`config.mk`:
```
export PLATFORM = sky130hd
export DESIGN_NAME = alert_controller
export DESIGN_NICKNAME = d
export VERILOG_FILES = /design/src/rtl/alert_controller.sv
export SDC_FILE = /design/constraint.sdc
export NUM_CORES = 1
export LEC_CHECK = 0
export ABC_AREA = 1
export CORE_MARGIN = 4
export CORE_UTILIZATION = 45
export CTS_CLUSTER_SIZE = 25
export DETAILED_ROUTE_END_ITERATION = 10
export MAX_ROUTING_LAYER = met4
export PLACE_DENSITY_LB_ADDON = 0.05
export SYNTH_ARGS = -nofsm -noshare
export SYNTH_HDL_FRONTEND = slang
export SYNTH_SLANG_ARGS = --single-unit
```
`constraint.sdc`:
```
create_clock -name clk -period 2.9 [get_ports clk]
set_input_delay 0.435 -clock clk [delete_from_list [all_inputs] [get_ports clk]]
set_output_delay 0.435 -clock clk [all_outputs]
set_load 0.02 [all_outputs]
```
`src/rtl/alert_controller.sv`:
```
// Buzzer owner for the clock: arbitrates alarm, timer and hourly chime alerts,
// shapes each into its buzzer pattern, auto-silences and handles alarm snooze.
module alert_controller #(
    parameter int RING_SECS   = 60,
    parameter int SNOOZE_SECS = 300,
    parameter int CHIME_SECS  = 2,
    parameter int MAX_SNOOZE  = 3
) (
    input  logic       clk,
    input  logic       reset,
    input  logic       alarm_hit,
    input  logic       timer_done,
    input  logic       hour_tick,
    input  logic       chime_en,
    input  logic       snooze_btn,
    input  logic       stop_btn,
    output logic       buzzer,
    output logic [1:0] alert_src,
    output logic       alert_active,
    output logic       snooze_pending,
    output logic [8:0] snooze_left
);

    // state        | meaning
    // S_IDLE       | quiet, waiting for a request
    // S_RING_ALARM | alarm ringing, buzzer toggles every second
    // S_RING_TIMER | timer ringing, buzzer steady on
    // S_CHIME      | hourly chime, buzzer on for CHIME_SECS
    // S_SNOOZE     | alarm snoozed, counting snooze_left down to re-ring
    typedef enum logic [2:0] {
        S_IDLE,
        S_RING_ALARM,
        S_RING_TIMER,
        S_CHIME,
        S_SNOOZE
    } state_t;

    localparam logic [7:0] RING_LAST   = 8'(RING_SECS - 1);
    localparam logic [7:0] CHIME_LAST  = 8'(CHIME_SECS - 1);
    localparam logic [8:0] SNOOZE_LOAD = 9'(SNOOZE_SECS);
    localparam logic [1:0] SNOOZE_MAX  = 2'(MAX_SNOOZE);

    state_t     state_q, state_d;
    logic [7:0] ring_cnt_q, ring_cnt_d;
    logic [8:0] snooze_left_q, snooze_left_d;
    logic [1:0] snooze_cnt_q, snooze_cnt_d;
    logic       timer_pend_q, timer_pend_d;

    logic       buzzer_q, buzzer_d;
    logic [1:0] alert_src_q, alert_src_d;
    logic       alert_active_q, alert_active_d;
    logic       snooze_pending_q, snooze_pending_d;

    logic       snooze_as_stop;
    logic       eval_idle;

    always_comb begin
        state_d       = state_q;
        ring_cnt_d    = ring_cnt_q;
        snooze_left_d = snooze_left_q;
        snooze_cnt_d  = snooze_cnt_q;
        timer_pend_d  = timer_pend_q;
        eval_idle     = 1'b0;

        snooze_as_stop = snooze_btn &&
                         (((state_q == S_RING_ALARM) && (snooze_cnt_q == SNOOZE_MAX)) ||
                          (state_q == S_RING_TIMER));

        // Stop is applied first; any request in the same cycle is then judged as from IDLE.
        if (stop_btn || snooze_as_stop) begin
            state_d       = S_IDLE;
            ring_cnt_d    = 8'd0;
            snooze_left_d = 9'd0;
            snooze_cnt_d  = 2'd0;
            timer_pend_d  = 1'b0;
            eval_idle     = 1'b1;
        end else begin
            case (state_q)
                S_IDLE: eval_idle = 1'b1;
                S_RING_ALARM: begin
                    if (timer_done) timer_pend_d = 1'b1;
                    if (snooze_btn) begin
                        state_d       = S_SNOOZE;
                        ring_cnt_d    = 8'd0;
                        snooze_left_d = SNOOZE_LOAD;
                        snooze_cnt_d  = snooze_cnt_q + 2'd1;
                    end else if (ring_cnt_q == RING_LAST) begin
                        state_d      = S_IDLE;
                        ring_cnt_d   = 8'd0;
                        snooze_cnt_d = 2'd0;
                    end else begin
                        ring_cnt_d = ring_cnt_q + 8'd1;
                    end
                end
                S_RING_TIMER: begin
                    if (alarm_hit) begin
                        state_d      = S_RING_ALARM;
                        ring_cnt_d   = 8'd0;
                        snooze_cnt_d = 2'd0;
                        timer_pend_d = 1'b1;
                    end else if (ring_cnt_q == RING_LAST) begin
                        state_d      = S_IDLE;
                        ring_cnt_d   = 8'd0;
                        snooze_cnt_d = 2'd0;
                    end else begin
                        ring_cnt_d = ring_cnt_q + 8'd1;
                    end
                end
                S_CHIME: begin
                    if (alarm_hit) begin
                        state_d      = S_RING_ALARM;
                        ring_cnt_d   = 8'd0;
                        snooze_cnt_d = 2'd0;
                        if (timer_done) timer_pend_d = 1'b1;
                    end else if (timer_done) begin
                        state_d      = S_RING_TIMER;
                        ring_cnt_d   = 8'd0;
                        timer_pend_d = 1'b0;
                    end else if (ring_cnt_q == CHIME_LAST) begin
                        state_d    = S_IDLE;
                        ring_cnt_d = 8'd0;
                    end else begin
                        ring_cnt_d = ring_cnt_q + 8'd1;
                    end
                end
                S_SNOOZE: begin
                    if (timer_done) timer_pend_d = 1'b1;
                    if (alarm_hit) begin
                        state_d       = S_RING_ALARM;
                        ring_cnt_d    = 8'd0;
                        snooze_cnt_d  = 2'd0;
                        snooze_left_d = 9'd0;
                    end else if (snooze_left_q == 9'd1) begin
                        state_d       = S_RING_ALARM;
                        ring_cnt_d    = 8'd0;
                        snooze_left_d = 9'd0;
                    end else begin
                        snooze_left_d = snooze_left_q - 9'd1;
                    end
                end
                default: begin
                    state_d       = S_IDLE;
                    ring_cnt_d    = 8'd0;
                    snooze_left_d = 9'd0;
                    snooze_cnt_d  = 2'd0;
                    timer_pend_d  = 1'b0;
                end
            endcase
        end

        if (eval_idle) begin
            if (alarm_hit) begin
                state_d      = S_RING_ALARM;
                ring_cnt_d   = 8'd0;
                snooze_cnt_d = 2'd0;
                if (timer_done) timer_pend_d = 1'b1;
            end else if (timer_done || timer_pend_d) begin
                state_d      = S_RING_TIMER;
                ring_cnt_d   = 8'd0;
                timer_pend_d = 1'b0;
            end else if (hour_tick && chime_en) begin
                state_d    = S_CHIME;
                ring_cnt_d = 8'd0;
            end
        end
    end

    // Outputs are decoded from the next state so they are registered alongside it.
    always_comb begin
        buzzer_d         = 1'b0;
        alert_src_d      = 2'b00;
        alert_active_d   = 1'b0;
        snooze_pending_d = 1'b0;
        case (state_d)
            S_RING_ALARM: begin
                buzzer_d       = ~ring_cnt_d[0];
                alert_src_d    = 2'b01;
                alert_active_d = 1'b1;
            end
            S_RING_TIMER: begin
                buzzer_d       = 1'b1;
                alert_src_d    = 2'b10;
                alert_active_d = 1'b1;
            end
            S_CHIME: begin
                buzzer_d       = 1'b1;
                alert_src_d    = 2'b11;
                alert_active_d = 1'b1;
            end
            S_SNOOZE: begin
                alert_src_d      = 2'b01;
                snooze_pending_d = 1'b1;
            end
            default: ;
        endcase
    end

    always_ff @(posedge clk or negedge reset) begin
        if (!reset) begin
            state_q          <= S_IDLE;
            ring_cnt_q       <= 8'd0;
            snooze_left_q    <= 9'd0;
            snooze_cnt_q     <= 2'd0;
            timer_pend_q     <= 1'b0;
            buzzer_q         <= 1'b0;
            alert_src_q      <= 2'b00;
            alert_active_q   <= 1'b0;
            snooze_pending_q <= 1'b0;
        end else begin
            state_q          <= state_d;
            ring_cnt_q       <= ring_cnt_d;
            snooze_left_q    <= snooze_left_d;
            snooze_cnt_q     <= snooze_cnt_d;
            timer_pend_q     <= timer_pend_d;
            buzzer_q         <= buzzer_d;
            alert_src_q      <= alert_src_d;
            alert_active_q   <= alert_active_d;
            snooze_pending_q <= snooze_pending_d;
        end
    end

    assign buzzer         = buzzer_q;
    assign alert_src      = alert_src_q;
    assign alert_active   = alert_active_q;
    assign snooze_pending = snooze_pending_q;
    assign snooze_left    = snooze_left_q;

endmodule

```
==> results of run 1 <==
## cell usage after synthesis
| cell type | n |
|---|---|
| o21ai_0 | 9 |
| a21oi_1 | 8 |
| xor2_1 | 4 |
| nand3b_1 | 1 |
| dfrtp_1 | 28 |
| nand2_4 | 5 |
| inv_4 | 1 |
| nor3_1 | 4 |
| nand2_1 | 65 |
| o2bb2ai_1 | 1 |
| inv_1 | 41 |
| nand3_1 | 14 |
| xnor2_1 | 2 |
| a22oi_1 | 5 |
| nor2_1 | 22 |
| nand4_1 | 3 |
| nor2_8 | 1 |
| nand2_2 | 5 |
| buf_2 | 1 |
| mux2i_1 | 1 |
| nor2_2 | 4 |
| ha_1 | 5 |
| inv_2 | 1 |
| o21a_1 | 1 |
| nor3_2 | 2 |
| o211ai_1 | 2 |
| a21oi_2 | 2 |
| nand4_2 | 1 |
| o221ai_1 | 4 |
| nand3_2 | 4 |
## per-layer routing
metal / vias to the layer above / global-route usage / share of wire
li1: 845 / - / -
met1: 743 / 0.2221 / 0.48
met2: 39 / 0.2629 / 0.46
met3: 7 / 0.02493 / 0.045
met4: 0 / 0.05637 / 0.014
met5: - / - / 0
## through the flow
step / hold WS (ps) / power [mW] / std cells / util
3_5_place_dp: 547.3 / 1.212 / 318 / 0.5311
3_3_place_gp: 524.2 / 1.208 / 318 / 0.5311
2_1_floorplan: 139.4 / 0.9961 / 247 / -
5_1_grt: 554.7 / 1.623 / 322 / 0.5490
6_report: 525.5 / 1.516 / 322 / 0.5490
4_1_cts: 542.5 / 1.525 / 322 / 0.5490
## where the power goes
| part | switching [mW] | internal, mW |
|---|---|---|
| clock | 0.130 | 0.185 |
| combinational | 0.431 | 0.259 |
| sequential | 0.0588 | 0.453 |
## sequential cells by signal, summed over array words and instances, names as in the netlist
| signal | cells |
|---|---|
| buzzer | 1 |
| snooze_left | 9 |
| ring_cnt_q | 8 |
| snooze_pending | 1 |
| snooze_cnt_q | 2 |
| timer_pend_q | 1 |
| alert_active | 1 |
| state_q | 3 |
| alert_src | 2 |
## final timing paths
| path | startpoint | to | slack (ps) | depth (start not counted) |
|---|---|---|---|---|
| worst max-delay path | alarm_hit | alert_active | 1110 | 11 |
| worst min-delay path | reset | ring_cnt_q[5] | 530 | 2 |
| worst max register to register | state_q[2] | alert_active | 1210 | 10 |
| worst min register to register | snooze_cnt_q[1] | snooze_cnt_q[1] | 560 | 2 |
| max in group asynchronous | reset | alert_src[1] | 2110 | 2 |
| min in group clk | snooze_cnt_q[1] | snooze_cnt_q[1] | 560 | 2 |
## cell families (layout without fill, tap and decap cells)
kind of cell	after synthesis	count (layout)
compound gates	32	32
xor+xnor	6	6
fa+ha+maj	5	5
buf+inv	44	69
flops	28	28
mux	1	1
simple gates	131	131
## layout make-up
cell class	instances	area, sq um	area share
repair buffers	22	217.7	0.09915
inverters	43	163.9	0.07464
well taps	50	62.56	0.02849
flip-flops and latches	28	700.7	0.3191
clock buffers	3	41.29	0.01880
clock inverters	1	30.03	0.01368
multi-input cells	175	979.7	0.4462
## worst register-to-register path, delay by kind of cell (launching register included)
family        cells  cell delay [ps]
simple gates      9             1020
flops             1              480
buf+inv           1              100
==> impl_metrics.tcl, run 1 <==
set metrics [dict create \
    yosys.area.top_type_share 0.3789 \
    via_per_inst 5.075 \
    drt-wirelength-per-cell_um 12.36 \
    final_cell_area_sq_um 2196 \
    root_buffer "clkbuf_8" \
    path_cells "clkdlybuf4s50_1 -> inv_1 -> nand2_1 -> o211ai_1 -> nand3_1 -> nand2_4 -> nand3_2 -> nand2_4 -> nand2_1 -> nand2_2 -> nand2_1" \
    crit_family "buffers and inverters" \
    yosysSeqAreaShare 0.3789 \
    cap_violations 0 \
    hpwl_um 3066 \
    grt_pass1_wl_um 6665 \
    vias 1634 \
    worst_slew_pin_slew_ps 355.3 \
    maxSlewViolCount 0 \
    track_usage 0.1676 \
    diodes 0 \
    ys_top_cells_by_area "dfrtp_1 (38%), nand2_1 (13%), inv_1 (8.3%)" \
    finalHoldViolCount 0 \
    run_status "finished clean" \
    worstPathArrival_ps 1980 \
    min_period_over_period 0.6173 \
    antenna_left 0 \
    place_area_sq_um 2125 \
    slowest_delay_ps 540 \
    slew_headroom 0.7631 \
    rows 23 \
    ir_drop_mv 0.4222 \
    cp_common_cell "nand2_1" \
    start_util 0.4623 \
    hold_buffers 0 \
    fmaxAchievable_mhz 558.6 \
    cts_buffers 3 \
    synth.area.mux_share 0.005413 \
    core_sq_um 4000 \
    insertion_delay_ps 280 \
    worst-path-buf-inv 2 \
    first_pass_iters 4 \
    io_buffers 21 \
    worst_slack_ps 1110 \
    grt-ovfl-total 0 \
    cp.required_ps 3080 \
    clock_sinks 28 \
    drc 0 \
    grt_max_degree 29 \
    yosysTopAreaCell "dfrtp_1" \
    drive_gt1_frac 0.1140 \
    pre_cts_ws_ps 812.8 \
    die_h_um 72.11 \
    dieArea_sq_um 5199 \
    synth_top_family_by_area "simple AND/OR/NAND/NOR gates" \
    setup_viol 0 \
    drt-initial-drc-count 53 \
    antenna_found_initial 0 \
    cpMaxStageDelayCell "clkdlybuf4s50_1" \
    path_clk_slew_ps 100 \
    leakage_nw 1.119 \
    synthSimpleGateAreaFrac 0.3505 \
    cts_setup_buffers 0 \
    rsz0062_at_grt "no" \
    io-pin-count 22 \
    fp.dieW_um 72.11 \
    cts_max_level 1 \
    fin_tns_setup_ps 0 \
    period_needed_ps 1790 \
    yosys.area_share.adder 0.03383 \
    clockBufferDepth 2 \
    ys_ff_latch 28 \
    synth_xor_area_frac 0.02842 \
    drt_wl_total_um 3981 \
    end_kind "register" \
    synth_nets 260 \
    synth_compound_area_frac 0.1116 \
    avgSynthCellArea_sq_um 7.487 \
    synth_cell_types 30 \
    area_growth_syn_to_layout_pct 18.74 \
    clock_skew_ps 1.484 \
    crit_fanout 6 \
    fill_cells 401 \
    netlist_area_sq_um 1849 \
    synth_cells 247 \
    cts_tree "yes" \
    layout_common_cells "nand2_1 (65), inv_1 (41), dfrtp_1 (28), nor2_1 (22), clkdlybuf4s50_1 (21)" \
    ctsResizeCount 0 \
    ys_warn_count 0 \
    grt_pass1_vias 1471 \
    place.gp.congestion 0.8816 \
    power.density_nw_per_um2 690.5 \
    startpoint_type "input pin" \
    layout_commonest_cell "nand2_1" \
    hp-class "input pin to async pin" \
    nets 286 \
    critical_path_class "input pin to register" \
]
No activity file was read; power rests on OpenSTA's default activity.
==> run 2, diff against run 1 <==
==> constraint.sdc (replaced) <==
create_clock -name clk -period 1.6 [get_ports clk]
set_input_delay 0.24 -clock clk [delete_from_list [all_inputs] [get_ports clk]]
set_output_delay 0.24 -clock clk [all_outputs]
set_load 0.02 [all_outputs]
==> run 2 against run 1 <==
Net effect: die area stayed put; clock power is 40% higher; critical path depth is 2 lower.
==> impl_metrics.tcl, run 2 (synthesis gave the netlist of run 1 again) <==
set metrics [dict create \
    maxSlewViolCount 0 \
    hold_buffers 0 \
    grt_pass1_wl_um 7203 \
    power.density_nw_per_um2 1153 \
    fmaxAchievable_mhz 632.1 \
    hp-class "input pin to async pin" \
    dieArea_sq_um 5199 \
    drt_wl_total_um 4199 \
    core_sq_um 4000 \
    worstPathArrival_ps 1750 \
    place.gp.congestion 0.8588 \
    hpwl_um 3308 \
    drc 0 \
    vias 1716 \
    startpoint_type "register" \
    crit_fanout 5 \
    place_inst 348 \
    clock_sinks 28 \
    cts_tree "yes" \
    grt_max_degree 29 \
    period_needed_ps 1582 \
    reg2reg_from "state_q[2]" \
    first_pass_iters 4 \
    finalHoldViolCount 0 \
    grt_pass1_vias 1642 \
    clock_skew_ps 3.443 \
    cp.required_ps 1770 \
    cts_buffers 3 \
    run_status "finished clean" \
    diodes 0 \
    io-pin-count 22 \
    hold_ws_ps 341.3 \
    insertion_delay_ps 270 \
    rows 23 \
    drive_gt1_frac 0.2778 \
    cts_max_level 1 \
    layout_common_cells "nand2_1 (59), inv_1 (40), buf_4 (34), dfrtp_1 (26), clkdlybuf4s50_1 (20)" \
    path_clk_slew_ps 90 \
    rsz0062_at_grt "yes" \
    instances_no_fill 356 \
    end_kind "register" \
    die_h_um 72.11 \
    ir_drop_mv 0.5273 \
    drt-initial-drc-count 39 \
    clockBufferDepth 2 \
    area_growth_syn_to_layout_pct 35.93 \
    start_util 0.4623 \
    root_buffer "clkbuf_8" \
    cap_violations 0 \
    io_buffers 21 \
    via_per_inst 4.820 \
    leakage_nw 1.294 \
    fill_cells 376 \
    drt-wirelength-per-cell_um 11.79 \
    nets 320 \
    setup_viol 0 \
    totalPowerFinal_mw 2.897 \
    fp.dieW_um 72.11 \
    post-route-util 0.6284 \
    critPathLaunch "state_q[2]" \
    worst_slew_pin_slew_ps 372.9 \
    track_usage 0.1797 \
    largest_register_ffs 9 \
    antenna_left 0 \
    min_period_over_period 0.9887 \
    critical_path_class "register to register" \
    grt-ovfl-total 0 \
    fin_tns_setup_ps 0 \
    slew_headroom 0.7514 \
    antenna_found_initial 0 \
    layout_commonest_cell "nand2_1" \
]
==> run 2: changes by cell type in the layout (fill, tap and decap cells not counted), sizes merged <==
cell	delta
clkbuf	+1
buf	+34
dlymetal6s2s	+1
clkdlybuf4s50	-1
bufinv	-1
==> run 2: path summary, 6_finish.rpt <==
path	endpoint	cells past startpoint	slack [ps]
setup reg to reg	buzzer	9	20
hold reg to reg	snooze_left[4]	3	570
min in group clk	snooze_left[4]	3	570
hold / removal	ring_cnt_q[4]	2	340
max in group asynchronous	state_q[1]	2	960
setup / recovery	buzzer	9	20
==> run 2: power by group <==
part / total, mW / internal (mW) / switching (mW)
Sequential: 0.914 / 0.824 / 0.0901
Clock: 0.440 / 0.220 / 0.220
Combinational: 1.54 / 0.673 / 0.869
Total: 2.90 / 1.72 / 1.18
==> run 2: timing repair <==
action | 4_1_cts | 5_1_grt
resized for setup | 5 | 23
pin swaps | 0 | 3
cloned | 0 | 0
buffers inserted | 1 | 3
setup endpoints to repair | 3 | 24
==> run 2: layout make-up <==
type	instances	area (sq um)	area share
Clock buffer	4	55.05	0.02190
Sequential cell	28	703.2	0.2797
Timing Repair Buffer	56	479.2	0.1906
Inverter	43	163.9	0.06521
Multi-Input combinational cell	175	1050	0.4176
Tap cell	50	62.56	0.02489
==> run 2: per-layer routing <==
metal  global-route usage  part of all wire
met5                    -                 0
met2               0.2932              0.48
met4              0.05010             0.010
met3              0.02078             0.027
met1               0.2367              0.48
==> run 2: stage by stage <==
step	setup WS [ps]	instance area, sq um
after floorplan	53.65	1849
after global placement	-179.9	2350
after detailed placement	-200.3	2350
after CTS	18.03	2434
after global routing	-107.2	2514
final	18.07	2514
==> run 2: critical path, cell delays in order, from the launching register on <==
cell	delay, ps
dfrtp_1	440
buf_4	170
nor3_2	300
nand3_2	150
nand4_1	90
nand2_1	50
inv_1	70
nand3_2	80
nand2_1	70
nand2_1	50
==> run 3, diff against run 2 <==
--- a/config.mk
+++ b/config.mk
@@ -8,6 +8,7 @@
 export ABC_AREA = 1
 export CORE_MARGIN = 4
 export CORE_UTILIZATION = 45
+export CTS_BUF_LIST = sky130_fd_sc_hd__clkbuf_16
 export CTS_CLUSTER_SIZE = 25
 export DETAILED_ROUTE_END_ITERATION = 10
 export MAX_ROUTING_LAYER = met4
==> run 3 against run 2 <==
Net effect: critical path type unchanged; critical path depth is the same; via count rose by 0.12%; register-to-register slack about the same; sequential power about the same; highest routed layer unchanged; combinational power barely moved; cell count unchanged; sequential cell count is the same; sequential share of layout area fell by 0.23 points.
==> impl_metrics.tcl, run 3 (synthesis gave the netlist of run 1 again) <==
set metrics [dict create \
    run_status "finished clean" \
    cts_buffers 3 \
    min_period_over_period 0.9860 \
    drc 0 \
    insertion_delay_ps 260 \
    ir_drop_mv 0.5099 \
    place_inst 348 \
    path_clk_slew_ps 70 \
    leakage_nw 1.303 \
    grt_pass1_vias 1641 \
    vias 1718 \
    core_sq_um 4000 \
    cp.required_ps 1750 \
    largest_register_ffs 9 \
    hpwl_um 3308 \
    clock_skew_ps 5.645 \
    area_growth_syn_to_layout_pct 36.81 \
    start_util 0.4623 \
    cts_tree "yes" \
    layout_commonest_cell "nand2_1" \
    grt_max_degree 29 \
    startpoint_type "register" \
    setup_viol 0 \
    finalHoldViolCount 0 \
    hold_ws_ps 357.6 \
    antenna_left 0 \
    place.gp.congestion 0.8588 \
    cap_violations 0 \
    diodes 0 \
    clockBufferDepth 2 \
    drt_wl_total_um 4140 \
    fill_cells 374 \
    cts_max_level 1 \
    die_h_um 72.11 \
    crit_fanout 5 \
    fmaxAchievable_mhz 633.9 \
    hold_buffers 0 \
    dieArea_sq_um 5199 \
    rsz0062_at_grt "yes" \
    period_needed_ps 1578 \
    nets 320 \
    drt-wirelength-per-cell_um 11.63 \
    maxSlewViolCount 0 \
    slew_headroom 0.7597 \
    hp-class "input pin to async pin" \
    end_kind "register" \
    layout_common_cells "nand2_1 (60), inv_1 (40), buf_4 (35), dfrtp_1 (27), clkdlybuf4s50_1 (20)" \
    instances_no_fill 356 \
    worst_slew_pin_slew_ps 360.5 \
    power.density_nw_per_um2 1187 \
    fp.dieW_um 72.11 \
    critical_path_class "register to register" \
    grt_pass1_wl_um 7189 \
    totalPowerFinal_mw 3.004 \
    io_buffers 21 \
    antenna_found_initial 0 \
    root_buffer "clkbuf_16" \
    clock_sinks 28 \
    drt-initial-drc-count 52 \
    worstPathArrival_ps 1730 \
    grt-ovfl-total 0 \
    via_per_inst 4.826 \
    drive_gt1_frac 0.2680 \
    timing.reg2reg.setup_slack_ps 20 \
    rows 23 \
    first_pass_iters 4 \
    io-pin-count 22 \
    track_usage 0.1791 \
]
-- run 3: changes by cell type in the layout (fill, tap and decap cells not counted), sizes merged --
cell and change:
clkinv +1, clkbuf -1
-- run 3: worst paths after layout --
path	start	end	cells after the start
min in group clk	snooze_cnt_q[1]	snooze_cnt_q[1]	2
hold / removal	reset	ring_cnt_q[4]	2
hold reg to reg	snooze_cnt_q[1]	snooze_cnt_q[1]	2
setup / recovery	state_q[2]	buzzer	9
setup reg to reg	state_q[2]	buzzer	9
max in group asynchronous	reset	state_q[1]	2
-- run 3: area by class of cell --
class	count	area [sq um]	share of cell area
well taps	50	62.56	0.02473
repair buffers	56	475.5	0.1879
clock inverters	1	3.754	0.001484
inverters	43	163.9	0.06479
multi-input cells	175	1047	0.4139
flip-flops and latches	28	701.9	0.2774
clock buffers	3	75.07	0.02967
-- run 3: critical path: stages (launching register included) --
cell     delay, ps
dfrtp_1        430
buf_4          170
nor3_2         300
nand3_2        150
nand4_1         90
nand2_1         50
inv_1           70
nand3_2         80
nand2_1         70
nand2_1         50
-- run 3: repair_timing --
item / CTS / global route
endpoints found under the setup margin: 3 / 25
pin swaps: 0 / 3
gates resized for setup: 2 / 22
setup buffers: 1 / 3
-- run 3: power by group --
group	internal, mW	total, mW	switching, mW
Sequential	0.824	0.913	0.0892
Combinational	0.667	1.53	0.864
Clock	0.335	0.559	0.225
Total	1.83	3.00	1.18
-- run 3: metal layers --
metal | global-route usage | up-vias | share of wire
li1 | - | 909 | -
met1 | 0.2376 | 780 | 0.48
met2 | 0.2932 | 25 | 0.48
met3 | 0.01662 | 4 | 0.027
met4 | 0.05010 | 0 | 0.010
met5 | - | - | 0
-- run 3: metrics by stage --
step	instance area (sq um)	setup TNS, ps	setup WS [ps]	util
global route	2530	-1018	-104.5	0.6325
finish	2530	0	22.46	0.6325
floorplan	1849	0	53.65	-
global placement	2350	-2358	-179.9	0.5874
detailed placement	2350	-2862	-200.3	0.5874
CTS	2446	-6.630	-6.630	0.6115
